$ cat config.mk
export PLATFORM = sky130hd
export DESIGN_NAME = univ_shift_reg
export DESIGN_NICKNAME = d
export VERILOG_FILES = /design/src/rtl/univ_shift_reg.sv
export SDC_FILE = /design/constraint.sdc
export NUM_CORES = 1
export LEC_CHECK = 0
export ABC_AREA = 1
export CORE_UTILIZATION = 35
export CTS_CLUSTER_DIAMETER = 200
export DETAILED_ROUTE_END_ITERATION = 7
export PLACE_DENSITY = 0.76
export SLEW_MARGIN = 0
export SYNTH_ARGS = -nofsm -noshare
export SYNTH_HDL_FRONTEND = slang
export SYNTH_SLANG_ARGS = --single-unit
$ cat constraint.sdc
create_clock -name clk -period 1.4 [get_ports clk]
set_clock_uncertainty 0.15 [all_clocks]
set_input_delay 0.28 -clock clk [delete_from_list [all_inputs] [get_ports clk]]
set_output_delay 0.28 -clock clk [all_outputs]
set_load 0.02 [all_outputs]
$ cat src/rtl/univ_shift_reg.sv
// Universal shift register: hold, parallel load, logical shifts, rotates,
// synchronous clear and invert, with combinational status taps derived from q.
module univ_shift_reg #(
    parameter int               WIDTH     = 8,
    parameter logic [WIDTH-1:0] RESET_VAL = {WIDTH{1'b0}}
) (
    input  logic             clk,
    input  logic             reset,
    input  logic             en,
    input  logic [2:0]       mode,
    input  logic [WIDTH-1:0] d,
    input  logic             sin_l,
    input  logic             sin_r,
    output logic [WIDTH-1:0] q,
    output logic [WIDTH-1:0] qb,
    output logic             sout_l,
    output logic             sout_r,
    output logic             zero
);

    localparam logic [2:0] MODE_HOLD   = 3'b000;
    localparam logic [2:0] MODE_LOAD   = 3'b001;
    localparam logic [2:0] MODE_SHL    = 3'b010;
    localparam logic [2:0] MODE_SHR    = 3'b011;
    localparam logic [2:0] MODE_ROL    = 3'b100;
    localparam logic [2:0] MODE_ROR    = 3'b101;
    localparam logic [2:0] MODE_CLEAR  = 3'b110;
    localparam logic [2:0] MODE_INVERT = 3'b111;

    logic [WIDTH-1:0] shift_q;
    logic [WIDTH-1:0] shift_d;

    // Next-state selection; an unknown mode falls back to holding the value.
    always_comb begin
        shift_d = shift_q;
        if (en) begin
            case (mode)
                MODE_HOLD:   shift_d = shift_q;
                MODE_LOAD:   shift_d = d;
                MODE_SHL:    shift_d = {shift_q[WIDTH-2:0], sin_l};
                MODE_SHR:    shift_d = {sin_r, shift_q[WIDTH-1:1]};
                MODE_ROL:    shift_d = {shift_q[WIDTH-2:0], shift_q[WIDTH-1]};
                MODE_ROR:    shift_d = {shift_q[0], shift_q[WIDTH-1:1]};
                MODE_CLEAR:  shift_d = RESET_VAL;
                MODE_INVERT: shift_d = ~shift_q;
                default:     shift_d = shift_q;
            endcase
        end else begin
            shift_d = shift_q;
        end
    end

    // The only state element; async reset forces RESET_VAL between edges.
    always_ff @(posedge clk or negedge reset) begin
        if (!reset) begin
            shift_q <= RESET_VAL;
        end else begin
            shift_q <= shift_d;
        end
    end

    assign q      = shift_q;
    assign qb     = ~shift_q;
    assign sout_l = shift_q[WIDTH-1];
    assign sout_r = shift_q[0];
    assign zero   = (shift_q == {WIDTH{1'b0}});

endmodule

==> summary.txt <==
Drt
  • Routed Antenna Nets: 0
  • DRT Pass-1 Iters: 4
  • Routed length per placed instance: 12.6 um
  • Detailed Route Iter0 Violations: 29
  • Via Count: 1,029
  • Detailed-route vias per instance: ~4.9
  • Final WL: ~2.7 mm
  • Post-route DRC: 0

Clock tree
  • H-tree level count: 1
  • CTS Sinks: 8
  • Clk_lat worst skew: 0.26 ns
  • CTS max path bufs: 2
  • Hold_buf cts: 0
  • CTS clk-pin slew, worst paths: 0.05 ns
  • Num CTS Buffers: 3
  • TritonCTS clock tree: yes
  • Root Driver: clkbuf_4

Placement
  • Buffers added on ports: 34
  • HPWL after DPL: around 1.8 mm
  • GP Congestion: 0.846
  • Pre-CTS WS: -0.383 ns

Setup path
  • Setup crit start: q[2]
  • Critical Path Start Type: flop
  • Worst R2R Start: q[0]
  • Sequence of cells on the critical path: inv_2 -> nand4_1 -> nor2_4 -> buf_6
  • Slowest CP cell: dfrtp_1
  • Critical path type: flop to output port
  • Worst setup EP type: output port
  • Max incr delay on CP: between 0.4 and 0.5 ns
  • Crit path DAT: 1.16 ns
  • Crit Path Max Fanout: 2
  • CP Data Required Time: 0.97 ns

Job
  • Max-Cap Viols: 0

Layout
  • Ant. Diodes: 0
  • Filler Cell Count: between 150 and 200
  • Nets@finish: 200
  • Max reg flops: 8
  • Storage cell area: 201 sq um
  • Multi-input gate area: between 400 and 500 sq um
  • Layout cell share with drive strength beyond 1: 0.388
  • Synth-to-Final Area Change: 83.0%

Global route
  • Total gr overflow: 0
  • Layer with the highest usage: met2
  • Met2 Resource Use GR: 0.414
  • Met1 Usage GRT: 0.256
  • Initial antenna violation count: 0
  • Total GRT Usage: 0.228
  • Vias in the first global route: 868
  • Met3 Use GR: 0.0792
  • First-pass GRT wire length: 3.59 mm
  • Largest net degree at the start of global routing: 17

Yosys
  • #FFs+latches synth: 8
  • Syn. warnings: 0
  • Synth unique cells: 17
  • Synthesized area per cell: 5.83 sq um
  • Sequential area share after synthesis: 0.273
  • Cells after Synth: 126
  • Syn Nets: 142
  • Synth Cell Area: 734 sq um

Power
  • Peak supply drop: between 0.001 and 0.0015 V
  • Total power: 1.22 mW
  • Static Leak: ~0.70 nW
  • PD cells: 909 mW/mm^2

Floorplanning
  • Die ar.: ~0.0023 sq mm
  • Die W: 47.8 um
  • Starting density of the core: 0.374
  • IO Count: 35
  • Die height: 47.8 um
  • Cell Rows: 16
  • Core ar.: 0.00196 sq mm

Worst hold path
  • Hold Crit Class: primary input to async pin

Timing
  • Final hold violation count: 0
  • RSZ-0062 raised after global routing: yes
  • Worst slew margin: 0.751
  • Fmax: 628 MHz
  • Final min period: 1.59 ns
  • Final setup fails: 1
  • Period utilization: 1.14
  • Tightest Pin Transition: 0.372 ns
  • Final Slew Violations: 0
  • Final WS setup: -0.192 ns

Outcome
  • Status: finished, violations left
  • Failing checks: setup timing
[metrics by stage]
stage | instances | setup TNS (ns) | hold WS, ns | util | cell area [sq um]
after floorplan | 126 | 0 | -0.166 | - | 743
after global placement | 203 | -4.28 | 0.434 | 0.631 | 1240
after detailed placement | 203 | -4.84 | 0.432 | 0.631 | 1240
after CTS | 209 | -0.172 | 0.157 | 0.621 | 1220
after global routing | 210 | -0.274 | 0.173 | 0.685 | 1340
final | 210 | -0.192 | 0.156 | 0.685 | 1340
[metal layers]
metal	wire, um	up-vias
met5	0	-
met3	169	2
met4	8	0
met1	1030	475
li1	-	512
met2	1440	40
[worst max-delay path: cells and delay by family, from the launching register on]
kind          cells  cell delay, ns
flops             1            0.41
simple gates      2            0.30
buf+inv           2            0.20
[placed cells by master (no fill, tap or decap)]
master           synthesis  layout
buf_6                    1      18
nor2_4                   1       2
nand2_4                  1       3
nand3_4                  0       1
nor2_1                  26      24
clkbuf_4                 0       3
nor2_2                   1       2
nand2_2                  3       4
clkbuf_1                 0       1
nand3_2                  1       1
buf_4                    4      20
inv_2                    1       9
dlymetal6s2s_1           0       1
nand2_1                 42      39
nand4_1                  4       4
nand3_1                 12      11
dfrtp_2                  0       1
dfrtp_1                  8       7
nor3_1                   8       8
inv_1                   11       3
clkdlybuf4s15_2          0       1
dlygate4sd2_1            0       2
clkdlybuf4s50_1          0      12
nand2_8                  0       1
buf_2                    1       5
[cell usage after synthesis]
| library cell | number | share of area |
|---|---|---|
| nor2_4 | 1 | 0.015 |
| inv_1 | 11 | 0.056 |
| nor3_1 | 8 | 0.055 |
| buf_6 | 1 | 0.015 |
| nand2_1 | 42 | 0.21 |
| clkbuf_2 | 1 | 0.0068 |
| nand2_4 | 1 | 0.015 |
| nand3_1 | 12 | 0.082 |
| nor2_1 | 26 | 0.13 |
| buf_4 | 4 | 0.041 |
| nor2_2 | 1 | 0.0085 |
| nand3_2 | 1 | 0.014 |
| inv_2 | 1 | 0.0051 |
| dfrtp_1 | 8 | 0.27 |
| nand2_2 | 3 | 0.026 |
| nand4_1 | 4 | 0.034 |
| buf_2 | 1 | 0.0068 |
[path summary, 6_finish.rpt]
kind,endpoint,slack (ns),cells past startpoint
max,zero,-0.19,4
min,q[5],0.16,1
max reg2reg,q[7],0.18,7
min reg2reg,q[5],0.47,3
max in group asynchronous,q[7],0.66,1
min in group clk,q[5],0.47,3
[timing repair]
item | 4_1_cts | 5_1_grt
gates cloned | 2 | 1
pin swaps | 3 | 7
buffers inserted | 0 | 3
gates resized for setup | 85 | 37
setup endpoints to repair | 27 | 26
[where the power goes]
group | switching [mW] | internal [mW]
sequential | 0.0297 | 0.270
combinational | 0.388 | 0.349
clock | 0.0766 | 0.109
[layout make-up]
type | instances | area share
multi-input cells | 100 | 0.371
repair buffers | 59 | 0.401
clock buffers | 4 | 0.0196
inverters | 12 | 0.0335
flip-flops and latches | 8 | 0.150
well taps | 27 | 0.0251
[logic make-up after synthesis]
logic type    count (synthesis)  share of synthesized area
buf+inv                      19                      0.131
flops                         8                      0.273
simple gates                 99                      0.596
No activity file was read; power rests on OpenSTA's default activity.
